$ cat config.mk
export PLATFORM = sky130hd
export DESIGN_NAME = pi_control_mc
export DESIGN_NICKNAME = d
export VERILOG_FILES = /design/src/rtl/pi_control_mc.sv
export SDC_FILE = /design/constraint.sdc
export NUM_CORES = 1
export LEC_CHECK = 0
export ABC_CLOCK_PERIOD_IN_PS = 15500
export CAP_MARGIN = 40
export CELL_PAD_IN_SITES_DETAIL_PLACEMENT = 1
export CELL_PAD_IN_SITES_GLOBAL_PLACEMENT = 2
export CORE_MARGIN = 8
export CORE_UTILIZATION = 34
export CTS_CLUSTER_DIAMETER = 50
export DETAILED_ROUTE_END_ITERATION = 8
export PLACE_DENSITY_LB_ADDON = 0.1
export SLEW_MARGIN = 20
export SYNTH_ARGS = -nofsm -noshare
export SYNTH_HDL_FRONTEND = slang
export SYNTH_SLANG_ARGS = --single-unit
$ cat constraint.sdc
create_clock -name Clk -period 15.5 [get_ports Clk]
set_input_delay 2.325 -clock Clk [delete_from_list [all_inputs] [get_ports Clk]]
set_output_delay 2.325 -clock Clk [all_outputs]
set_load 0.05 [all_outputs]
$ cat src/rtl/pi_control_mc.sv
// pi_control_mc
//   Time-multiplexed PI controller for NUM_CH motor channels. A single
//   multiplier/adder datapath updates one channel at a time. Each channel
//   takes four cycles: MULP, MULI, SUM, WRITE. Sample_tick starts a frame
//   by snapshotting all channel errors and enables.
//
//   Control law:    u_k = u_k1 + K_P*e_k + K_I*e_k1
//   Number format:  Q_WIDTH fractional bits throughout
//   Error input:    sign-magnitude
//   Internal state: two's complement
//
// Ports
//   Clk          system clock
//   Reset        asynchronous, active-high reset
//   Sample_tick  one-cycle strobe that starts a control frame
//   Enable       per-channel enable, sampled at frame start
//   Error_k      packed sign-magnitude errors, N_WIDTH bits per channel
//   COMANDO_PWM  packed registered PWM commands, PWM_WIDTH bits per channel
//   Pwm_valid    one-cycle pulse after the last channel is written
//   Busy         high while a frame is in progress
//   Overrun      sticky: a tick arrived while Busy; cleared only by Reset
//
// Optional feature
//   PI_DEADBAND_EN: after saturation, integer parts >= DB_HIGH snap to full
//   scale and integer parts <= DB_LOW snap to 0. When it is not defined,
//   only plain saturation is applied.
//
// State table
//   state   | meaning
//   IDLE    | waiting for Sample_tick
//   MULP    | p = K_P * e_k for the current channel
//   MULI    | i = K_I * e_k1 for the current channel (same multiplier)
//   SUM     | u = u_k1 + p + i
//   WRITE   | saturate, update PWM and channel history, advance channel
//   DONE    | pulse Pwm_valid, drop Busy
module pi_control_mc #(
  parameter int                 NUM_CH    = 4,
  parameter int                 N_WIDTH   = 17,
  parameter int                 Q_WIDTH   = 8,
  parameter int                 PWM_WIDTH = 8,
  parameter logic [N_WIDTH-1:0] K_P       = 17'h000D9,
  parameter logic [N_WIDTH-1:0] K_I       = 17'h00014,
  parameter int                 DB_LOW    = 5,
  parameter int                 DB_HIGH   = 250
) (
  input  logic                          Clk,
  input  logic                          Reset,
  input  logic                          Sample_tick,
  input  logic [NUM_CH-1:0]             Enable,
  input  logic [NUM_CH*N_WIDTH-1:0]     Error_k,
  output logic [NUM_CH*PWM_WIDTH-1:0]   COMANDO_PWM,
  output logic                          Pwm_valid,
  output logic                          Busy,
  output logic                          Overrun
);

  localparam int ACC_WIDTH  = N_WIDTH + 8;
  localparam int PROD_WIDTH = 2 * N_WIDTH;
  localparam int CH_W       = (NUM_CH > 1) ? $clog2(NUM_CH) : 1;

  localparam logic signed [ACC_WIDTH-1:0] PWM_MAX   = ACC_WIDTH'((1 << PWM_WIDTH) - 1);
  localparam logic signed [ACC_WIDTH-1:0] PWM_MAX_Q = PWM_MAX <<< Q_WIDTH;

  typedef enum logic [2:0] {
    S_IDLE, S_MULP, S_MULI, S_SUM, S_WRITE, S_DONE
  } state_t;

  state_t state_q, state_d;

  logic [CH_W-1:0]              ch_q, ch_d;
  logic [NUM_CH*N_WIDTH-1:0]    err_f_q, err_f_d;
  logic [NUM_CH-1:0]            en_f_q, en_f_d;
  logic signed [ACC_WIDTH-1:0]  p_q, p_d;
  logic signed [ACC_WIDTH-1:0]  i_q, i_d;
  logic signed [ACC_WIDTH-1:0]  u_q, u_d;
  logic [NUM_CH*PWM_WIDTH-1:0]  pwm_q, pwm_d;
  logic                         valid_q, valid_d;
  logic                         busy_q, busy_d;
  logic                         ovr_q, ovr_d;
  logic signed [N_WIDTH-1:0]    e_k1_q [NUM_CH];
  logic signed [N_WIDTH-1:0]    e_k1_d [NUM_CH];
  logic signed [ACC_WIDTH-1:0]  ctrl_k1_q [NUM_CH];
  logic signed [ACC_WIDTH-1:0]  ctrl_k1_d [NUM_CH];

  // FSM control strobes
  logic start_frame, ld_p, ld_i, ld_u, wr_ch, frame_done, tick_ovr;
  logic last_ch;

  // Datapath nets
  logic [N_WIDTH-1:0]          err_cur;
  logic signed [N_WIDTH-1:0]   err_tc;
  logic signed [N_WIDTH-1:0]   ek1_cur;
  logic signed [N_WIDTH-1:0]   ek1_abs;
  logic                        mul_sign;
  logic [N_WIDTH-1:0]          mul_mag;
  logic [N_WIDTH-1:0]          mul_gain;
  logic [PROD_WIDTH-1:0]       prod;
  logic [ACC_WIDTH-1:0]        term_mag;
  logic signed [ACC_WIDTH-1:0] term;
  logic signed [ACC_WIDTH-1:0] u_int;
  logic [PWM_WIDTH-1:0]        sat_pwm;
  logic signed [ACC_WIDTH-1:0] sat_ctrl;

  assign last_ch = (ch_q == CH_W'(NUM_CH - 1));

  // ---------------- FSM: state register ----------------
  always_ff @(posedge Clk or posedge Reset) begin
    if (Reset) state_q <= S_IDLE;
    else       state_q <= state_d;
  end

  // ---------------- FSM: next state ----------------
  always_comb begin
    state_d = state_q;
    case (state_q)
      S_IDLE:  if (Sample_tick) state_d = S_MULP;
      S_MULP:  state_d = S_MULI;
      S_MULI:  state_d = S_SUM;
      S_SUM:   state_d = S_WRITE;
      S_WRITE: state_d = last_ch ? S_DONE : S_MULP;
      S_DONE:  state_d = S_IDLE;
      default: state_d = S_IDLE;
    endcase
  end

  // ---------------- FSM: outputs ----------------
  always_comb begin
    start_frame = (state_q == S_IDLE) && Sample_tick;
    ld_p        = (state_q == S_MULP);
    ld_i        = (state_q == S_MULI);
    ld_u        = (state_q == S_SUM);
    wr_ch       = (state_q == S_WRITE);
    frame_done  = (state_q == S_DONE);
    // DONE still counts as busy, so a tick there is dropped and flagged.
    tick_ovr    = (state_q != S_IDLE) && Sample_tick;
  end

  // ---------------- Shared multiplier ----------------
  assign err_cur = err_f_q[ch_q*N_WIDTH +: N_WIDTH];
  assign ek1_cur = e_k1_q[ch_q];
  assign ek1_abs = ek1_cur[N_WIDTH-1] ? -ek1_cur : ek1_cur;

  // Sign-magnitude to two's complement; negative zero maps to 0.
  assign err_tc = err_cur[N_WIDTH-1] ? -{1'b0, err_cur[N_WIDTH-2:0]}
                                     :  {1'b0, err_cur[N_WIDTH-2:0]};

  always_comb begin
    if (state_q == S_MULI) begin
      mul_sign = ek1_cur[N_WIDTH-1];
      mul_mag  = ek1_abs;
      mul_gain = K_I;
    end else begin
      mul_sign = err_cur[N_WIDTH-1];
      mul_mag  = {1'b0, err_cur[N_WIDTH-2:0]};
      mul_gain = K_P;
    end
  end

  // Multiply magnitudes, then re-apply the sign, so the shift truncates
  // toward zero for negative terms as well.
  assign prod     = {{N_WIDTH{1'b0}}, mul_mag} * {{N_WIDTH{1'b0}}, mul_gain};
  assign term_mag = ACC_WIDTH'(prod >> Q_WIDTH);
  assign term     = mul_sign ? -term_mag : term_mag;

  // ---------------- Saturation / anti-windup ----------------
  assign u_int = u_q >>> Q_WIDTH;

  always_comb begin
    sat_pwm  = u_int[PWM_WIDTH-1:0];
    sat_ctrl = u_q;
    if (u_q[ACC_WIDTH-1]) begin
      sat_pwm  = '0;
      sat_ctrl = '0;
    end else if (u_int >= PWM_MAX) begin
      sat_pwm  = '1;
      sat_ctrl = PWM_MAX_Q;
    end
`ifdef PI_DEADBAND_EN
    if (u_int <= ACC_WIDTH'(DB_LOW)) begin
      sat_pwm  = '0;
      sat_ctrl = '0;
    end else if (u_int >= ACC_WIDTH'(DB_HIGH)) begin
      sat_pwm  = '1;
      sat_ctrl = PWM_MAX_Q;
    end
`endif
  end

  // ---------------- Datapath next state ----------------
  always_comb begin
    ch_d      = ch_q;
    err_f_d   = err_f_q;
    en_f_d    = en_f_q;
    p_d       = p_q;
    i_d       = i_q;
    u_d       = u_q;
    pwm_d     = pwm_q;
    e_k1_d    = e_k1_q;
    ctrl_k1_d = ctrl_k1_q;
    valid_d   = frame_done;
    busy_d    = busy_q;
    ovr_d     = ovr_q | tick_ovr;

    if (start_frame) begin
      err_f_d = Error_k;
      en_f_d  = Enable;
      ch_d    = '0;
      busy_d  = 1'b1;
    end
    if (frame_done) busy_d = 1'b0;

    if (ld_p) p_d = term;
    if (ld_i) i_d = term;
    if (ld_u) u_d = ctrl_k1_q[ch_q] + p_q + i_q;

    if (wr_ch) begin
      if (en_f_q[ch_q]) begin
        pwm_d[ch_q*PWM_WIDTH +: PWM_WIDTH] = sat_pwm;
        ctrl_k1_d[ch_q]                    = sat_ctrl;
        e_k1_d[ch_q]                       = err_tc;
      end else begin
        pwm_d[ch_q*PWM_WIDTH +: PWM_WIDTH] = '0;
        ctrl_k1_d[ch_q]                    = '0;
        e_k1_d[ch_q]                       = '0;
      end
      if (!last_ch) ch_d = ch_q + 1'b1;
    end
  end

  // ---------------- Datapath registers ----------------
  always_ff @(posedge Clk or posedge Reset) begin
    if (Reset) begin
      ch_q    <= '0;
      err_f_q <= '0;
      en_f_q  <= '0;
      p_q     <= '0;
      i_q     <= '0;
      u_q     <= '0;
      pwm_q   <= '0;
      valid_q <= 1'b0;
      busy_q  <= 1'b0;
      ovr_q   <= 1'b0;
      for (int c = 0; c < NUM_CH; c++) begin
        e_k1_q[c]    <= '0;
        ctrl_k1_q[c] <= '0;
      end
    end else begin
      ch_q      <= ch_d;
      err_f_q   <= err_f_d;
      en_f_q    <= en_f_d;
      p_q       <= p_d;
      i_q       <= i_d;
      u_q       <= u_d;
      pwm_q     <= pwm_d;
      valid_q   <= valid_d;
      busy_q    <= busy_d;
      ovr_q     <= ovr_d;
      e_k1_q    <= e_k1_d;
      ctrl_k1_q <= ctrl_k1_d;
    end
  end

  assign COMANDO_PWM = pwm_q;
  assign Pwm_valid   = valid_q;
  assign Busy        = busy_q;
  assign Overrun     = ovr_q;

endmodule

==> impl.org, run 1 <==
** Clock network
- Post-CTS repair changed the size of 0 cells.
- Counting every sink on the clock net gives 355.
- Later-pin clock latency in the skew report :: 0.61 ns
- Deepest clock path buffer count :: 3
- The cell sitting at the root of the clock tree is a sky130_fd_sc_hd__clkbuf_16.
- H-tree lvl count :: 2
- TritonCTS clock tree :: built
- Clock-pin slew was measured on the worst setup and hold paths at 0.06 ns.
- The number of hold buffers added after CTS was 0.
- Number of buffers created by CTS :: 53
- Once the clock tree was built, the setup fixing pass inserted 0 buffers.

** Critical path
- For the worst setup path, the data required time is 15.98 ns.
- CP max FO :: 30
- Cell type group with the largest total delay on the critical path :: adder cells
- The worst register-to-register path begins at ch_q[0]$_DFF_PP0_.
- Delay contributed by the slowest stage of the critical path :: 0.75 ns
- STA classifies the critical path endpoint as a flop.
- STA classifies the critical path startpoint as a flop.
- Data arrival time at the worst-slack endpoint :: 9.13 ns
- Setup CP Type :: reg -> reg
- Most common cell on crit path :: sky130_fd_sc_hd__fa_1
- Slowest cell on the critical path :: sky130_fd_sc_hd__dfrtp_4
- Counting both buffers and inverters, the worst setup path holds a total of 3.
- The critical path starts at ch_q[0]$_DFF_PP0_.

** Synth
- Area contributors post-synth :: sky130_fd_sc_hd__dfrtp_1, sky130_fd_sc_hd__fa_1, sky130_fd_sc_hd__mux4_2
- Yosys warnings :: 0
- Each instance of the synthesized netlist takes up on average 10.73 um2.
- Yosys instantiated no cell more often than sky130_fd_sc_hd__dfrtp_1.
- Top post-synthesis cells by count :: sky130_fd_sc_hd__dfrtp_1, sky130_fd_sc_hd__nand2_1, sky130_fd_sc_hd__o21ai_0
- Portion of the post-synthesis area used by sequential elements :: 42.97%
- Summing the areas of all compound-gate instances in the mapped netlist gives 11.91% of the synthesized area.
- Post-synth top area share :: 42.97%
- Of the total synthesized cell area, the portion taken by AND, OR, NAND and NOR gates is 12.53%.
- Of all cell types, the one taking the most synthesized area is sky130_fd_sc_hd__dfrtp_1.
- Fraction of the mapped netlist area in adder cells :: 13.80%
- After synthesis, the largest family of logic cells by area is adder cells.
- The mapped netlist covers 0.02067 mm2.
- Number of enable flip-flop cells after synthesis :: 0
- The synthesized design contains 355 register bits.
- Multiplexer cells account for 10.80% of the synthesized area.
- Share of the synthesized netlist area taken by xor and xnor gates :: 3.764%
- Synthesis instantiated 77 different standard cells from the library.
- Main flop type after synthesis :: sky130_fd_sc_hd__dfrtp_1
- Post-synthesis async set-or-reset flop share :: 100.0%
- Synthesis handed over a netlist of 1926 instances.

** Global route
- GRT Residual Overflow :: 0
- The first global-routing pass estimated 95.60 mm of wire.
- The number of antenna violations at the first check in global routing came to 1.
- Pin count of the biggest net entering global routing :: 79
- In the global route stage, overall resource usage came out at 17.25%.
- The number of global-route vias before repair was 16240.

** Route
- After detailed routing, the total wire length is 59.26 mm.
- In this run the remaining antenna-violating nets after routing total 0.
- Detailed-routed wire length on met2 :: 30.07 mm
- Drt via density :: 5.104
- Met1 WL :: 25.88 mm
- The routed layout has 14570 vias.
- Met3 wire length :: 1.657 mm
- After detailed routing, the average wire length per cell comes to 20.76 um.
- Iteration-0 DRC count of the detailed router :: 640
- After detailed routing, the number of remaining DRC violations is 0.
- The first detailed-routing pass ran for 4 iterations.
- Highest metal layer with signal wires :: met4

** Final layout
- Final layout net count :: 2283
- Compared with the post-synthesis result, the final layout area differs by 19.61%.
- Of the cells placed in the final design, the portion with a size suffix greater than 1 is 14.38%.
- Number of diodes added for antenna fixing :: 0

** Flow run
- Across the run, the number of max-cap violations was 0.

** STA
- Setup repair after global routing left no endpoint under its margin.
- The routed design could run at a clock period as short as 8.658 ns.
- Final Hold Fails :: 0
- Final setup vio count :: 0
- Final clock skew :: 0.04611 ns
- Max transition margin :: 47.68%
- Derived from the worst setup path, the maximum achievable clock frequency is 115.5 MHz.
- Post-route setup TNS :: 0 ns
- Dividing the final minimum period by the clock period gives 55.86%.
- Number of pins exceeding their max-slew limit in the final report :: 0
- Least-Margin Pin Slew :: 0.7801 ns

** Floorplan
- Pin placement for this block handled 110 I/O pins.
- The die is 262.6 um wide.
- For this configuration, the core starts out at a cell density of 34.32%.
- After floorplanning, the core was divided into 90 placement rows.
- The core region is 0.06025 mm2.
- Die height :: 262.6 um
- The die covers 0.06895 mm2.

** Place
- Routability-driven placement congestion ratio :: 0.7992
- The count of buffers added on input and output ports is 109.
- Summed over all nets, the half-perimeter wirelength after detailed placement is 43.89 mm.

** Worst hold path
- In this run the most critical hold path is launched from ctrl_k1_q[60]$_DFFE_PP0P_.
- Class of the tightest hold or removal check :: reg -> reg

** Run status
- Status :: complete, no violations
-- final timing paths --
| path | end | slack [ns] | depth (start not counted) |
|---|---|---|---|
| max | p_q[21]$_DFFE_PP0P_ | 6.84 | 26 |
| min | ctrl_k1_q[60]$_DFFE_PP0P_ | 0.47 | 2 |
| max reg2reg | p_q[21]$_DFFE_PP0P_ | 6.84 | 26 |
| min reg2reg | ctrl_k1_q[60]$_DFFE_PP0P_ | 0.47 | 2 |
| max in group asynchronous | e_k1_q[62]$_DFFE_PP0P_ | 12.23 | 4 |
| min in group asynchronous | ctrl_k1_q[65]$_DFFE_PP0P_ | 2.12 | 2 |
-- state kept, by name, indices dropped and copies added, names as in the netlist --
register / count
i_q: 25
u_q: 25
err_f_q: 68
en_f_q: 4
e_k1_q: 68
Busy: 1
ch_q: 2
state_q: 3
p_q: 25
Pwm_valid: 1
COMANDO_PWM: 32
Overrun: 1
ctrl_k1_q: 100
-- stage by stage --
stage	std cells	instance area, um2	worst slack (ns)	hold slack [ns]	utilization (%)
5_1_grt	2854	24730	6.180	0.4930	41.04
6_report	2854	24730	6.842	0.4734	41.04
3_5_place_dp	2755	22820	6.717	0.4690	37.88
2_1_floorplan	1930	20690	3.326	0.4380	-
4_1_cts	2854	24730	6.695	0.4810	41.04
3_3_place_gp	2742	22530	6.945	0.4498	37.40
-- final cells by class --
type	instances	area (um2)
tap	782	978.4
clock buffer	68	1483
sequential	355	8891
clock inverter	31	426.7
inverter	126	480.5
timing repair buffer	136	1481
fill	6494	35520
multi-input combinational	1356	10990
-- layout by cell type, fill, tap and decap left out, drive strengths merged, types with 7 or more instances in the layout --
cell             n
dfrtp          355
nor3            21
buf             27
mux2            77
a211oi          10
fa              80
clkinv          13
a22o            32
bufinv           7
and2            59
a21oi           45
mux4            58
nand2          281
inv            132
nand3           13
clkdlybuf4s50  109
o21ai          216
clkbuf          68
or2             14
a21o            28
o21a             9
o21bai          13
nor2            70
and3             7
ha             100
xor2            42
nand2b          29
o31ai            8
xnor2           46
-- metal layers --
layer / vias up / track usage (%)
li1: 6830 / -
met1: 7457 / 21.41
met2: 188 / 30.82
met3: 93 / 2.413
met4: 0 / 5.336
met5: - / 0
-- kinds of logic after synthesis --
group           count (synthesis)
xor+xnor                       88
buf+inv                       219
simple gates                  540
mux                           141
flops                         355
other cells                     2
compound gates                401
fa+ha+maj                     180
-- worst reg2reg max path, cell delays in order (launching register included) --
cell and delay [ns]:
sky130_fd_sc_hd__dfrtp_4 0.75, sky130_fd_sc_hd__buf_4 0.66, sky130_fd_sc_hd__mux4_2 0.64, sky130_fd_sc_hd__or3_1 0.41
sky130_fd_sc_hd__nor3_2 0.24, sky130_fd_sc_hd__and2_1 0.25, sky130_fd_sc_hd__a21oi_1 0.10, sky130_fd_sc_hd__xnor2_1 0.15
sky130_fd_sc_hd__nor2_1 0.07, sky130_fd_sc_hd__or2_1 0.26, sky130_fd_sc_hd__fa_1 0.52, sky130_fd_sc_hd__fa_1 0.44
sky130_fd_sc_hd__fa_1 0.55, sky130_fd_sc_hd__inv_1 0.06, sky130_fd_sc_hd__fa_1 0.53, sky130_fd_sc_hd__inv_1 0.04
sky130_fd_sc_hd__ha_1 0.36, sky130_fd_sc_hd__and4_1 0.24, sky130_fd_sc_hd__nand2_1 0.08, sky130_fd_sc_hd__a211o_2 0.34
sky130_fd_sc_hd__a211oi_1 0.30, sky130_fd_sc_hd__o32a_1 0.49, sky130_fd_sc_hd__xnor2_2 0.21, sky130_fd_sc_hd__nand4_1 0.19
sky130_fd_sc_hd__a211oi_1 0.35, sky130_fd_sc_hd__nor2_1 0.14, sky130_fd_sc_hd__a21o_1 0.18
Power of run 1 is left out: the tool's default activity adds up to more than one toggle a clock period on the data nets, which glitch-free logic cannot reach.
==> run 2: changes to the inputs <==
ABC_CLOCK_PERIOD_IN_PS = 7080   (was 15500)
clock period = 7.08 ns   (was 15.5 ns; I/O delays follow)
==> run 2 against run 1 <==
Effect of this change:
- hold slack is essentially flat
- clock-buffer cell count down 6
- clock skew down 0.021 ns
- critical path type unchanged
==> impl.org, run 2 (synthesis results as in run 1) <==
** Global route
- The first global-routing pass estimated 98.17 mm of wire.
- Pin count of the biggest net entering global routing :: 160
- The number of global-route vias before repair came to 16960.
- GRT Residual Overflow :: 0
- The number of antenna violations at the first check in global routing is 1.
- Global routing used 17.85% of the available tracks.

** Flow run
- Max-cap check violation count :: 0

** Final layout
- The register with the most flip-flops in the layout has 100 of them.
- Most flop-heavy register :: ctrl_k1_q
- Share of cells above drive strength 1 :: 23.64%
- The number of antenna diodes in the final layout is 0.
- Compared with the post-synthesis result, the final layout area differs by 26.50%.
- The library cells used most frequently in the layout, excluding fill and tap cells, are sky130_fd_sc_hd__dfrtp_1, sky130_fd_sc_hd__nand2_1, sky130_fd_sc_hd__o21ai_0, sky130_fd_sc_hd__buf_4, sky130_fd_sc_hd__inv_1.
- At the end of the flow, the number of nets in the layout was 2414.
- The largest registers in the layout are ctrl_k1_q x100, e_k1_q x68, err_f_q x68.
- Leaving out fill and tap cells, the most frequent cell in the layout is sky130_fd_sc_hd__dfrtp_1.
- Fill cell count :: 6483

** Route
- In the final routed layout, each cell accounts on average for 20.66 um.
- DRT antenna net count :: 0
- Drt drc :: 0
- The final layout contains routed wiring with a total length of 61.60 mm.
- After detailed routing, the number of vias per cell comes to 5.043.
- Count of TritonRoute iterations in the first routing pass :: 6
- Iteration-0 DRC count of the detailed router :: 679
- Detailed routing inserted a total of 15040 vias.

** Place
- Once detailed placement completed, the half-perimeter wirelength came to 44.92 mm.
- At the end of routability-driven placement, the weighted congestion stood at 0.7908.
- Input/output buffers :: 109

** Worst hold path
- In this run the most critical hold path is launched from ctrl_k1_q[79]$_DFFE_PP0P_.
- Class of the tightest hold or removal check :: reg -> reg

** Critical path
- The most critical setup path has its endpoint at p_q[15]$_DFFE_PP0P_.
- In this run the critical register-to-register path is captured at p_q[15]$_DFFE_PP0P_.
- Setup CP Type :: reg -> reg
- CP max FO :: 6
- Slowest cell on the critical path :: sky130_fd_sc_hd__mux4_2
- The worst setup path is launched from a flop.
- Setup slack on the worst flop-to-flop path :: 0.09 ns
- Counting cells, the worst reg-to-reg path comes to 29.
- Most common cell on crit path :: sky130_fd_sc_hd__fa_1
- STA puts the critical path data arrival time at 7.44 ns.
- Delay contributed by the slowest stage of the critical path :: 0.53 ns
- STA classifies the critical path endpoint as a flop.
- STA puts the critical path data required time at 7.53 ns.
- Critical path origin :: ch_q[0]$_DFF_PP0_
- Worst r2r src :: ch_q[0]$_DFF_PP0_

** STA
- Peak Freq :: 143.0 MHz
- Final critical path time including I/O delays and setup :: 6.993 ns
- RSZ-0062 raised after global routing :: yes
- The count of pins over their slew limit is 0.
- Hold Worst Slack :: 0.4738 ns
- Final setup vio count :: 0
- Least-Margin Pin Slew :: 0.9543 ns
- On the final layout, the worst clock skew is 0.02486 ns.
- Of the available clock period, the critical path in the final layout requires 98.77%.
- In this run the tightest slew margin relative to its limit is 36.38%.
- Final Hold Fails :: 0

** Floorplan
- The die is 262.6 um wide.
- Die Area :: 0.06895 mm2
- Total core area :: 0.06025 mm2
- Initial core utilization :: 34.32%
- Row generation in the floorplan step produced 90 rows.
- 110 I/O pins were placed.
- The die is 262.6 um tall.

** Run status
- The run finished with clean final reports.

** Clock network
- Clock tree synthesis found a total of 355 sinks.
- Later-pin clock latency in the skew report :: 0.59 ns
- TritonCTS clock tree :: built
- Clk slew on worst S/H paths :: 0.06 ns
- After clock tree synthesis, the flow added hold-fix buffers numbering 0.
- Counting along the longest clock path gives a buffer depth of 3.
- Root buffer selected by CTS :: sky130_fd_sc_hd__clkbuf_16
- H-tree lvl count :: 2
- Number of buffers created by CTS :: 52
-- run 2: changes by cell type in the layout (fill, tap and decap cells not counted), sizes merged --
cell and delta:
bufinv -3, clkinv +3, buf +132, clkbuf -6
inv +1, clkinvlp +1
-- run 2: critical path, delay by kind of cell (launching register included) --
| kind | cells | cell delay (ns) |
|---|---|---|
| xor+xnor | 2 | 0.31 |
| compound gates | 4 | 0.76 |
| fa+ha+maj | 5 | 2.21 |
| buf+inv | 5 | 0.51 |
| flops | 1 | 0.48 |
| simple gates | 12 | 2.03 |
| mux | 1 | 0.53 |
-- run 2: repair_timing --
action | CTS | global route
hold endpoints to repair | 0 | 0
gates resized for setup | 45 | 93
buffers inserted | 10 | 29
pin swaps | 38 | 93
endpoints found under the setup margin | 24 | 38
gates cloned | 1 | 0
-- run 2: routing by layer --
| metal | vias to the layer above | share of wire [%] | global-route usage, % |
|---|---|---|---|
| met5 | - | 0 | 0 |
| met4 | 0 | 3.2 | 5.802 |
| met3 | 93 | 3.0 | 2.526 |
| met2 | 178 | 49 | 31.15 |
| met1 | 7689 | 44 | 22.65 |
| li1 | 7077 | - | - |
-- run 2: how the worst min path moves through the flow --
stage,endpoint,slack [ns],cells after the start
6_report,ctrl_k1_q[79]$_DFFE_PP0P_,0.47,2
5_1_grt,ctrl_k1_q[9]$_DFFE_PP0P_,0.50,2
4_1_cts,Overrun$_DFF_PP0_,0.48,1
3_5_place_dp,Overrun$_DFF_PP0_,0.46,1
3_3_place_gp,Overrun$_DFF_PP0_,0.45,1
2_1_floorplan,e_k1_q[50]$_DFFE_PP0P_,0.44,2
-- run 2: cell type report --
class                   instances  area [um2]  area share, %
inverters                     126       476.7          1.823
clock inverters                33       359.1          1.373
clock buffers                  62        1369          5.234
well taps                     782       978.4          3.741
flip-flops and latches        355        8891          34.00
repair buffers                268        2471          9.449
multi-input cells            1356       11610          44.38
-- run 2: per-stage QoR --
stage / worst slack (ns) / setup TNS [ns] / instances / utilization (%) / instance area [um2]
finish: 0.08740 / 0 / 2982 / 43.41 / 26150
global route: -0.1375 / -2.232 / 2982 / 43.41 / 26150
CTS: 0.002854 / 0 / 2959 / 42.49 / 25600
detailed placement: -0.1782 / -1.371 / 2853 / 39.06 / 23530
global placement: -0.03281 / -0.03281 / 2847 / 38.83 / 23390
floorplan: 0.002690 / 0 / 1930 / - / 20720
Power of run 2 is left out for the same reason.
==> run 3: changes to the inputs <==
CORE_ASPECT_RATIO = 0.7   (was unset)
==> run 3 against run 2 <==
Effect of this change:
- the run now ends with negative setup slack left
- register-to-register slack got worse by 0.20 ns
- die area increased by 0.18%
- design area decreased by 0.20%
- first-iteration DRC count increased by 19%
- sequential share of layout area increased by 0.067 points
- non-clock buffer count increased by 26
- clock-buffer cell count decreased by 5
- clock skew decreased by 0.0030 ns
- critical path depth unchanged
- global-route usage decreased by 0.090 points
- hold slack got worse by 0.0022 ns
- worst setup slack got worse by 0.20 ns
- critical path type unchanged
- highest routed layer unchanged
==> impl.org, run 3 (synthesis results as in run 1) <==
** Run status
- Status :: finished, violations left
- Violated checks :: negative setup slack

** STA
- Peak Freq :: 139.1 MHz
- Least-Margin Pin Slew :: 0.8673 ns
- The number of failing hold endpoints at the final stage was 0.
- After layout, the worst setup slack is -0.1081 ns.
- Portion of the clock cycle consumed by the worst path in the final layout :: 101.5%
- The routed design could run at a clock period as short as 7.188 ns.
- Max transition margin :: 42.18%
- Final setup vio count :: 20
- Final clock skew :: 0.02182 ns
- Setup repair after global routing could not meet its margin everywhere.
- The count of pins over their slew limit was 0.

** Clock network
- TritonCTS clock tree :: built
- Number of buffers created by CTS :: 41
- In this run, post-CTS hold repair placed 0 buffers.
- The clock net in this run drives a total of 355 sinks.
- The clock tree synthesis step divided the H-tree into 2 levels.
- The clock passes through at most 3 buffers.
- Root buffer selected by CTS :: sky130_fd_sc_hd__clkbuf_16
- Clk slew on worst S/H paths :: 0.06 ns
- The later pin in the worst-skew pair is clocked with a latency of 0.58 ns.

** Route
- The first TritonRoute pass finished after 4 iterations.
- Drt drc :: 0
- DRT antenna net count :: 0
- After detailed routing, the average wire length per cell comes to 20.50 um.
- Total length of routed wires :: 61.88 mm
- Via Count :: 15290
- After detailed routing, the number of vias per cell comes to 5.066.
- Iteration-0 DRC count of the detailed router :: 809

** Place
- Cell area after placement :: 0.02373 mm2
- Routability-driven placement finished with a final weighted congestion of 0.8192.
- The count of buffers added on input and output ports is 109.
- Detail Placement HPWL :: 46.08 mm

** Critical path
- On the critical path, the stage with the largest delay is an instance of sky130_fd_sc_hd__fa_1.
- CP bufs+invs :: 6
- Setup CP Type :: reg -> reg
- Stages on worst setup path :: 29
- STA classifies the critical path endpoint as a flop.
- In this run the worst path has a maximum fanout of 6.
- At the worst endpoint, the arrival time is 7.61 ns.
- The worst setup path is launched from a flop.
- Most common cell on crit path :: sky130_fd_sc_hd__fa_1
- Number of cells traversed by the worst register-to-register path :: 29
- Cell type group with the largest total delay on the critical path :: adder cells
- Data on the critical path is required at its endpoint by 7.51 ns.
- The largest single stage delay on the critical path is 0.56 ns.

** Worst hold path
- Number of stages on the worst hold path :: 1
- Class of the tightest hold or removal check :: reg -> reg

** Global route
- Entering global routing, the biggest net connects 140 pins.
- GRT Residual Overflow :: 0
- The layer flagged by global routing as most heavily used is met1.
- Via count of the first global-routing pass :: 16610
- Global-route usage over all layers :: 17.76%
- The first global-routing pass estimated 98.46 mm of wire.
- M1 GR Usage :: 28.05%
- In the global route stage, met2 resource usage came out at 25.45%.
- The number of antenna violations at the first check in global routing was 1.
- For this run, global-route usage on met3 was measured as 2.550%.

** Final layout
- The library cell used most frequently in the layout, excluding fill and tap cells, is sky130_fd_sc_hd__dfrtp_1.
- In the final layout, the registers with the most flip-flops are ctrl_k1_q x100, e_k1_q x68, err_f_q x68.
- The area growth from synthesis to layout is 26.25%.
- Most flop-heavy register :: ctrl_k1_q
- Final layout net count :: 2429
- Number of flip-flops in the largest register :: 100
- The finished cells cover 0.02610 mm2.
- In the layout the commonest cells are sky130_fd_sc_hd__dfrtp_1, sky130_fd_sc_hd__nand2_1, sky130_fd_sc_hd__o21ai_0, sky130_fd_sc_hd__buf_4, sky130_fd_sc_hd__inv_1.
- Of the cells placed in the final design, the portion with a size suffix greater than 1 is 24.34%.

** Floorplan
- Die Area :: 0.06908 mm2
- I/O pin count :: 110
- Row count :: 75
- The region available for standard cell placement spans 0.06006 mm2.
- From left edge to right edge, the die measures 310.7 um.
- Die height :: 222.3 um
- The initial utilization of the core area, before any placement, comes to 34.42%.

** Flow run
- Max-cap check violation count :: 0
==> run 3: cell count changes in the layout (fill, tap and decap cells not counted), sizes merged <==
cell / before / now
buf: 159 / 185
clkbuf: 62 / 57
clkinv: 16 / 8
clkinvlp: 6 / 4
diode: 0 / 4
inv: 133 / 128
==> run 3: metrics by stage <==
stage / worst slack, ns / cells / util [%] / hold WS (ns) / TNS (ns)
4_1_cts: -0.1412 / 3004 / 42.72 / 0.4760 / -1.957
2_1_floorplan: 0.002690 / 1930 / - / 0.4380 / 0
3_5_place_dp: -0.4806 / 2906 / 39.51 / 0.4561 / -8.718
3_3_place_gp: -0.4178 / 2899 / 39.28 / 0.4558 / -7.060
6_report: -0.1081 / 3018 / 43.46 / 0.4716 / -1.352
5_1_grt: -0.4057 / 3014 / 43.44 / 0.4937 / -7.566
==> run 3: layer usage <==
metal,wire length (um),share of wire [%]
met1,32700,53
met2,26460,43
met3,1845,3.0
met4,869,1.4
met5,0,0
==> run 3: final timing paths <==
check / slack [ns] / end / startpoint
worst min-delay path: 0.47 / Overrun$_DFF_PP0_ / Overrun$_DFF_PP0_
worst max-delay path: -0.11 / i_q[18]$_DFFE_PP0P_ / ch_q[0]$_DFF_PP0_
min in group asynchronous: 0.78 / Overrun$_DFF_PP0_ / Reset
max in group asynchronous: 5.16 / err_f_q[10]$_DFFE_PP0P_ / Reset
worst max register to register: -0.11 / i_q[18]$_DFFE_PP0P_ / ch_q[0]$_DFF_PP0_
worst min register to register: 0.47 / Overrun$_DFF_PP0_ / Overrun$_DFF_PP0_
==> run 3: layout make-up <==
class,count,area (um2)
Sequential cell,355,8891
Tap cell,808,1011
Fill cell,6530,33960
Inverter,126,476.7
Clock inverter,18,240.2
Clock buffer,57,1187
Timing Repair Buffer,294,2645
Multi-Input combinational cell,1356,11640
Antenna cell,4,10.01
==> run 3: repair_timing <==
item / in CTS / in global routing
setup buffers: 23 / 12
endpoints found under the setup margin: 26 / 38
pin swaps: 68 / 36
gates resized for setup: 69 / 82
Power of run 3 is left out for the same reason.
